[src/rtl/tone_sequencer_if.sv]
// Control, note-memory and tone-output bundle for tone_sequencer.
// master: controller/memory/divider side; slave: the sequencer itself.
interface tone_sequencer_if #(
  parameter int ADDR_W = 4
) ();
  logic              start;
  logic              stop;
  logic              loop;
  logic              rd_en;
  logic [ADDR_W-1:0] addr;
  logic [31:0]       rd_period;
  logic [7:0]        rd_dur;
  logic [31:0]       period;
  logic              gate;
  logic              busy;
  logic              done;

  modport master (
    output start, stop, loop, rd_period, rd_dur,
    input  rd_en, addr, period, gate, busy, done
  );

  modport slave (
    input  start, stop, loop, rd_period, rd_dur,
    output rd_en, addr, period, gate, busy, done
  );
endinterface

[src/rtl/tone_sequencer.sv]
// Walks a {period, duration} note table and drives a divider period + gate.
// Ports: clk, rst_n (sync, active-low), bus (slave: strobes, memory, tone out).
module tone_sequencer #(
  parameter int ADDR_W      = 4,
  parameter int BEAT_CYCLES = 12500000,
  parameter int GAP_CYCLES  = 625000
) (
  input logic            clk,
  input logic            rst_n,
  tone_sequencer_if.slave bus
);

  localparam int BW = (BEAT_CYCLES > 1) ? $clog2(BEAT_CYCLES) : 1;
  localparam int GW = (GAP_CYCLES > 1) ? $clog2(GAP_CYCLES) : 1;
  localparam logic [BW-1:0] BEAT_LAST = BW'(BEAT_CYCLES - 1);
  localparam logic [GW-1:0] GAP_LAST  = GW'(GAP_CYCLES - 1);
  localparam logic [ADDR_W-1:0] LAST_ADDR = '1;

  typedef enum logic [2:0] {
    IDLE,
    FETCH,
    LATCH,
    PLAY,
    GAP
  } state_t;

  state_t        state;
  logic [BW-1:0] beat_cnt;
  logic [7:0]    dur_cnt;
  logic [GW-1:0] gap_cnt;

  always_ff @(posedge clk) begin
    if (!rst_n) begin
      state      <= IDLE;
      beat_cnt   <= '0;
      dur_cnt    <= '0;
      gap_cnt    <= '0;
      bus.rd_en  <= 1'b0;
      bus.addr   <= '0;
      bus.period <= '0;
      bus.gate   <= 1'b0;
      bus.busy   <= 1'b0;
      bus.done   <= 1'b0;
    end else begin
      bus.done  <= 1'b0;
      bus.rd_en <= 1'b0;
      if (state != IDLE && bus.stop) begin
        state      <= IDLE;
        bus.gate   <= 1'b0;
        bus.period <= '0;
        bus.busy   <= 1'b0;
      end else begin
        unique case (state)
          IDLE: begin
            bus.period <= '0;
            bus.gate   <= 1'b0;
            if (bus.start && !bus.stop) begin
              state     <= FETCH;
              bus.addr  <= '0;
              bus.rd_en <= 1'b1;
              bus.busy  <= 1'b1;
            end
          end
          FETCH: state <= LATCH;
          LATCH: begin
            if (bus.rd_dur == 8'd0) begin
              // A marker at address 0 would loop forever, so it ends the run.
              if (bus.loop && bus.addr != '0) begin
                state     <= FETCH;
                bus.addr  <= '0;
                bus.rd_en <= 1'b1;
              end else begin
                state      <= IDLE;
                bus.period <= '0;
                bus.busy   <= 1'b0;
                bus.done   <= 1'b1;
              end
            end else begin
              state    <= PLAY;
              beat_cnt <= '0;
              dur_cnt  <= bus.rd_dur;
              if (bus.rd_period >= 32'd2) begin
                bus.period <= bus.rd_period;
                bus.gate   <= 1'b1;
              end else begin
                bus.period <= '0;
                bus.gate   <= 1'b0;
              end
            end
          end
          PLAY: begin
            // dur x BEAT_CYCLES via nested counters instead of a multiply.
            if (beat_cnt == BEAT_LAST) begin
              beat_cnt <= '0;
              if (dur_cnt == 8'd1) begin
                state    <= GAP;
                gap_cnt  <= '0;
                bus.gate <= 1'b0;
              end else begin
                dur_cnt <= dur_cnt - 8'd1;
              end
            end else begin
              beat_cnt <= beat_cnt + 1'b1;
            end
          end
          GAP: begin
            if (gap_cnt == GAP_LAST) begin
              if (bus.addr != LAST_ADDR) begin
                state     <= FETCH;
                bus.addr  <= bus.addr + 1'b1;
                bus.rd_en <= 1'b1;
              end else if (bus.loop) begin
                state     <= FETCH;
                bus.addr  <= '0;
                bus.rd_en <= 1'b1;
              end else begin
                state      <= IDLE;
                bus.period <= '0;
                bus.busy   <= 1'b0;
                bus.done   <= 1'b1;
              end
            end else begin
              gap_cnt <= gap_cnt + 1'b1;
            end
          end
          default: state <= IDLE;
        endcase
      end
    end
  end

endmodule
[src/flat_wrapper.sv]
// flat-port wrapper written by rule: the top's interface ports become plain ports
module tone_sequencer_flat 
#(
  parameter int ADDR_W      = 4,
  parameter int BEAT_CYCLES = 12500000,
  parameter int GAP_CYCLES  = 625000
)
  (clk, rst_n, bus_start, bus_stop, bus_loop, bus_rd_period, bus_rd_dur, bus_rd_en, bus_addr, bus_period, bus_gate, bus_busy, bus_done);
  tone_sequencer_if #(.ADDR_W(ADDR_W)) bus_i ();
  input logic clk;
  input logic rst_n;
  input wire logic [$bits(bus_i.start)-1:0] bus_start;
  input wire logic [$bits(bus_i.stop)-1:0] bus_stop;
  input wire logic [$bits(bus_i.loop)-1:0] bus_loop;
  input wire logic [$bits(bus_i.rd_period)-1:0] bus_rd_period;
  input wire logic [$bits(bus_i.rd_dur)-1:0] bus_rd_dur;
  output wire logic [$bits(bus_i.rd_en)-1:0] bus_rd_en;
  output wire logic [$bits(bus_i.addr)-1:0] bus_addr;
  output wire logic [$bits(bus_i.period)-1:0] bus_period;
  output wire logic [$bits(bus_i.gate)-1:0] bus_gate;
  output wire logic [$bits(bus_i.busy)-1:0] bus_busy;
  output wire logic [$bits(bus_i.done)-1:0] bus_done;
  assign bus_i.start = bus_start;
  assign bus_i.stop = bus_stop;
  assign bus_i.loop = bus_loop;
  assign bus_i.rd_period = bus_rd_period;
  assign bus_i.rd_dur = bus_rd_dur;
  assign bus_rd_en = bus_i.rd_en;
  assign bus_addr = bus_i.addr;
  assign bus_period = bus_i.period;
  assign bus_gate = bus_i.gate;
  assign bus_busy = bus_i.busy;
  assign bus_done = bus_i.done;
  tone_sequencer #(.ADDR_W(ADDR_W), .BEAT_CYCLES(BEAT_CYCLES), .GAP_CYCLES(GAP_CYCLES)) u_core (.clk(clk), .rst_n(rst_n), .bus(bus_i));
endmodule
[config.mk]
export PLATFORM = sky130hd
export DESIGN_NAME = tone_sequencer_flat
export DESIGN_NICKNAME = d
export VERILOG_FILES = /design/src/rtl/tone_sequencer_if.sv /design/src/rtl/tone_sequencer.sv /design/src/flat_wrapper.sv
export SDC_FILE = /design/constraint.sdc
export NUM_CORES = 1
export LEC_CHECK = 0
export CAP_MARGIN = 40
export CORE_MARGIN = 5
export CORE_UTILIZATION = 56
export DETAILED_ROUTE_END_ITERATION = 16
export GPL_TIMING_DRIVEN = 0
export PLACE_DENSITY = 0.84
export SETUP_SLACK_MARGIN = 0.02
export SYNTH_ARGS = -nofsm -noshare
export SYNTH_HDL_FRONTEND = slang
export SYNTH_SLANG_ARGS = --single-unit
[constraint.sdc]
create_clock -name clk -period 5.6 [get_ports clk]
set_input_delay 1.4 -clock clk [delete_from_list [all_inputs] [get_ports clk]]
set_output_delay 1.4 -clock clk [all_outputs]
set_load 0.05 [all_outputs]
Word-level counts from Yosys, hierarchy flattened
Cells that the tools add are included.

Input bits: 45. Memories kept: 0. Logic and storage cells: 119. Bits in latches: 0. Register bits after elaboration: 95. RAM bits: 0. Bits in read-only memories: 0.

Multiplexer cells: 59. Eq/ne operators: 22. Reductions and logical operators: 21. Order comparisons: 1. Add/subtract/negate cells: 4. Bitwise gates (word level): 2. Div/mod/pow operators: 0. Shift-type cells: 0. Multipliers: 0.

Operators by type and width (count): two-way mux 32 bit (6); case mux 32 bit (3 select lines) (1); two-way mux 20 bit (3); two-way mux 24 bit (2); case mux 24 bit (2 select lines) (1); case mux 20 bit (2 select lines) (1); greater-or-equal comparator 32 x 2 -> 1 bit (second input constant) (1); adder 24 x 1 -> 24 bit (second input constant) (1); == test 24 bit (second input constant) (1); two-way mux 4 bit (6); two-way mux 8 bit (3); two-way mux 1 bit (23); adder 20 x 1 -> 20 bit (second input constant) (1); == test 20 bit (second input constant) (1); case mux 8 bit (2 select lines) (1); two-way mux 3 bit (5); case mux 3 bit (5 select lines) (1); AND reduction 5 bit (3); AND reduction 7 bit (2); inequality test 2 x 1 -> 1 bit (second input constant) (6); inequality test 2 bit (second input constant) (6); case mux 4 bit (3 select lines) (1); case mux 1 bit (3 select lines) (3); nonzero test 3 bit (3); 21 further kinds (27).

Depth between registers and ports, before layout
Word-level depth: 5. Gate-level depth with buffers: 9.

Worst setup path before layout
OpenSTA, ideal clock, no wires.

Path kind: input port to flip-flop. Start point: input bus_rd_dur[6]. End point: register u_core.bus.addr[3]. Setup time: 0.071 ns. Arrival: 3.324 ns. Setup slack: 2.205 ns. Buffers on the path: 1. Stages: 7. Required time: 5.529 ns. Path through: or4_4 -> nor2_2 -> a21bo_1 -> or4b_1 -> buf_2 -> or4_1 -> a21oi_1.

Cells in the longest elaborated chain, start to end: 3.

Ends and longest elaborated chain: from (decl) (RTL line flat_wrapper.sv:16) `input wire logic [$bits(bus_i.rd_dur)-1:0] bus_rd_dur;`; zero test 8 bit (RTL line tone_sequencer.sv:66) `if (bus.rd_dur == 8'd0) begin`; inequality test 2 x 1 -> 1 bit (no source line); AND reduction 7 bit (no source line); to (signal assigned) (RTL line tone_sequencer.sv:110) `bus.addr <= bus.addr + 1'b1;`; to (decl) (RTL line tone_sequencer_if.sv:25) `output rd_en, addr, period, gate, busy, done`.

Every way passes these cells. A chain may end at the register's enable or synchronous reset.

Worst setup path in the final report
Start point: input bus_stop. End point: register u_core.beat_cnt[3].

Cells in the longest elaborated chain, start to end: 3.

Ends and longest elaborated chain: from (decl) (RTL line flat_wrapper.sv:13) `input wire logic [$bits(bus_i.stop)-1:0] bus_stop;`; logical AND 1 bit (RTL line tone_sequencer.sv:47) `if (state != IDLE && bus.stop) begin`; inverter 1 bit (no source line); AND reduction 3 bit (no source line); to (signal assigned) (RTL line tone_sequencer.sv:103) `beat_cnt <= beat_cnt + 1'b1;`; to (decl) (RTL line tone_sequencer.sv:28) `logic [BW-1:0] beat_cnt;`.

Every way passes these cells.

==> run metrics <==
Worst R2R Start u_core.beat_cnt[0]$_SDFFE_PN0P_; area overhead of the layout relative to synthesis 26.08%; power density relative to cell area roughly 270 nW/µm²; largest net degree at the start of global routing 16; number of violations of the max-capacitance limit 0; Crit path arrival time about 4 ns; list of cells traversed by the critical path clkdlybuf4s50_1, nor3b_1, o31a_1, clkbuf_1, o21ai_0, nand2_1, clkbuf_1, nor2_1; Worst Hold Depth 1; number of enable-type register cells in the synthesized netlist 0; delay of the slowest cell on the worst path around 0.51 ns; number of antenna violations at the first check in global routing 0; chip width ~99 µm; overall overflow remaining after global route 0; Max IR drop VDD roughly 160 µV; start point of the critical path bus_stop; post-layout net count 658; number of pins exceeding their max-slew limit in the final report 0; share of the yosys chip area belonging to registers 0.4253; cts bufs inserted 9; CTS clk-pin slew, worst paths roughly 0.090 ns; slew at the pin closest to its max-slew limit a little under 0.9 ns; number of inserted diodes 0; total instance count after detailed placement between 600 and 700; # rows 32; Starting DRT DRC Count between 300 and 400; count of boundary I/O pins 85; Reg2Reg Depth 8; cell with the most instances after synthesis sky130_fd_sc_hd__dfxtp_1; final setup violation count 0; fin crit share 0.6707; distinct cell type count after synthesis 63; final standard cell count with taps included and fillers excluded approximately 700; post-synthesis average cell area between 8 and 9 µm²; clock net sink count 95; run status finished clean; CP Buf/Inv Count 3; hold bufs inserted after CTS 0; count of port buffers added during placement 83; Wirelength per Cell ~17 µm; Setup Buffers After CTS 0; post-route setup TNS 0 ns; Die Ht slightly below 100 µm; net count after synthesis ~560; cell area after synthesis around 4500 µm²; synth cell count leaders sky130_fd_sc_hd__dfxtp_1 (95), sky130_fd_sc_hd__nor2_1 (68), sky130_fd_sc_hd__nand2_1 (37), sky130_fd_sc_hd__a22o_1 (32), sky130_fd_sc_hd__xor2_1 (26); floorplan die area about 10000 µm²; initial standard-cell utilization of the core 0.5757; cell type with the largest total area after synthesis sky130_fd_sc_hd__dfxtp_1; number of buffers on the longest clock path 2; clock root buffer master sky130_fd_sc_hd__clkbuf_8; count of endpoints failing hold in the final timing report 0; TritonCTS clock tree done; DRC violation count after routing 0; CP Class primary input to flip-flop; gp weighted congestion ~0.9; worst relative slew slack 0.4014; sort of element at the end of the critical path flip-flop; Peak Freq ~270 MHz; wire length of the first global-routing pass 20.82 mm; Vias per Instance just over 6; worst-path cell with the longest stage delay sky130_fd_sc_hd__clkdlybuf4s50_1; number of detailed-routing iterations run before antenna repair 5; Global Route Usage Sum 0.2560; min-delay src u_core.bus.period[17]$_SDFFE_PP0P_; Post-synth ARST share 0; core footprint roughly 8000 µm²; post-route clock skew 0.01208 ns; type of the tightest min-delay check flip-flop to flip-flop; CP max FO 10; antenna violation net count after detailed routing 0; Period minus WS final ~3.8 ns; most area-consuming cells after synthesis sky130_fd_sc_hd__dfxtp_1 (43%), sky130_fd_sc_hd__a22o_1 (6.3%), sky130_fd_sc_hd__nor2_1 (5.7%); synthesized netlist cell count around 510; leading register cell type out of synthesis sky130_fd_sc_hd__dfxtp_1; top-area cell type share of the netlist area 0.4253; cell class contributing the biggest share of worst-path delay buffers and inverters; via count 4,361; cell type with the highest occurrence count on the critical path sky130_fd_sc_hd__clkbuf_1; level count of the clock H-tree 3; Yosys warning total 0; post-DP HPWL roughly 9 mm; number of global-route vias before repair around 4,400; layout cells sized above 1 0.06209; Post-Route WL about 12 mm; setup repair after global routing missed its margin false; required time of the critical path ~6 ns; terminus of the critical flop-to-flop path u_core.beat_cnt[3]$_SDFFE_PN0P_; clock latency on the worst-skew pair ~0.37 ns; kind of start point of the critical path primary input; end point of the most critical hold path u_core.bus.period[17]$_SDFFE_PP0P_; post-cts sizing count 0; Reg2Reg Setup Slack 2.81 ns; static leakage 2.077 nW; flops & latches, synth between 90 and 100
[routing by layer]
layer | up-vias | GRT usage | wire [µm]
met5 | - | 0 | 0
met1 | 2054 | 0.3048 | 4884
met4 | 0 | 0.1040 | 410
li1 | 2089 | - | -
met3 | 40 | 0.07714 | 895
met2 | 178 | 0.4303 | 5980
[worst max-delay path by stage]
stage                     cells past startpoint                         endpoint
final                                         8  u_core.beat_cnt[3]$_SDFFE_PN0P_
after global routing                          8  u_core.beat_cnt[3]$_SDFFE_PN0P_
after CTS                                     8  u_core.beat_cnt[3]$_SDFFE_PN0P_
after detailed placement                      8  u_core.beat_cnt[3]$_SDFFE_PN0P_
after global placement                        8  u_core.beat_cnt[9]$_SDFFE_PN0P_
after floorplan                               7  u_core.bus.addr[3]$_SDFFE_PN0P_
[kinds of logic (layout without fill, tap and decap cells)]
logic type	count (synthesis)	count (layout)	share of synthesized area
buffers and inverters	33	134	0.03050
adders and majority gates	6	6	0.01679
xor gates and xnor gates	33	33	0.06463
muxes	1	1	0.002238
AOI/OAI and AO/OA	115	115	0.1886
DFF	95	95	0.4253
and+or+nand+nor	228	228	0.2720
[report_power, final]
group,switching [mW],internal (mW)
Clock,0.238,0.219
Sequential,0.0188,0.706
Combinational,0.228,0.129
Total,0.484,1.05
[registers in the layout (all words and copies together), names as in the netlist]
name,cells
u_core.bus.period,32
u_core.beat_cnt,24
u_core.gap_cnt,20
u_core.dur_cnt,8
u_core.bus.addr,4
u_core.state,3
u_core.bus.busy,1
u_core.bus.done,1
u_core.bus.gate,1
u_core.bus.rd_en,1
[layout by cell type (no fill, tap or decap), drive strengths merged, types with 5 or more instances in the layout]
cell,count
dfxtp,95
clkdlybuf4s50,83
nor2,69
nand2,37
a22o,32
clkbuf,27
xor2,26
nand3,24
a21oi,20
o21ai,17
nor4,15
nand4,14
and3,14
nor3,13
buf,10
inv,9
or4,9
xnor2,7
o211ai,7
or3,6
ha,6
and2,5
o2111ai,5
[through the flow]
stage          total power [mW]  utilization  setup WS, ns  hold WS (ns)  instance area (µm²)
5_1_grt                   1.606       0.7258         1.605        0.5021                 5638
4_1_cts                   1.543       0.7252         1.889        0.4912                 5633
2_1_floorplan            0.9646            -         2.205        0.4580                 4472
3_3_place_gp              1.085       0.6991         1.550        0.4610                 5430
6_report                  1.539       0.7258         1.844        0.4876                 5638
3_5_place_dp              1.091       0.6997         1.512        0.4639                 5435
[layout make-up]
type	instances	area, µm²
Multi-Input combinational cell	383	2434
Fill cell	585	2130
Sequential cell	95	1902
Timing Repair Buffer	85	840.8
Clock buffer	11	141.4
Tap cell	102	127.6
Buffer	24	102.6
Clock inverter	5	56.30
Inverter	9	33.78
(Power assumes the default switching activity.)
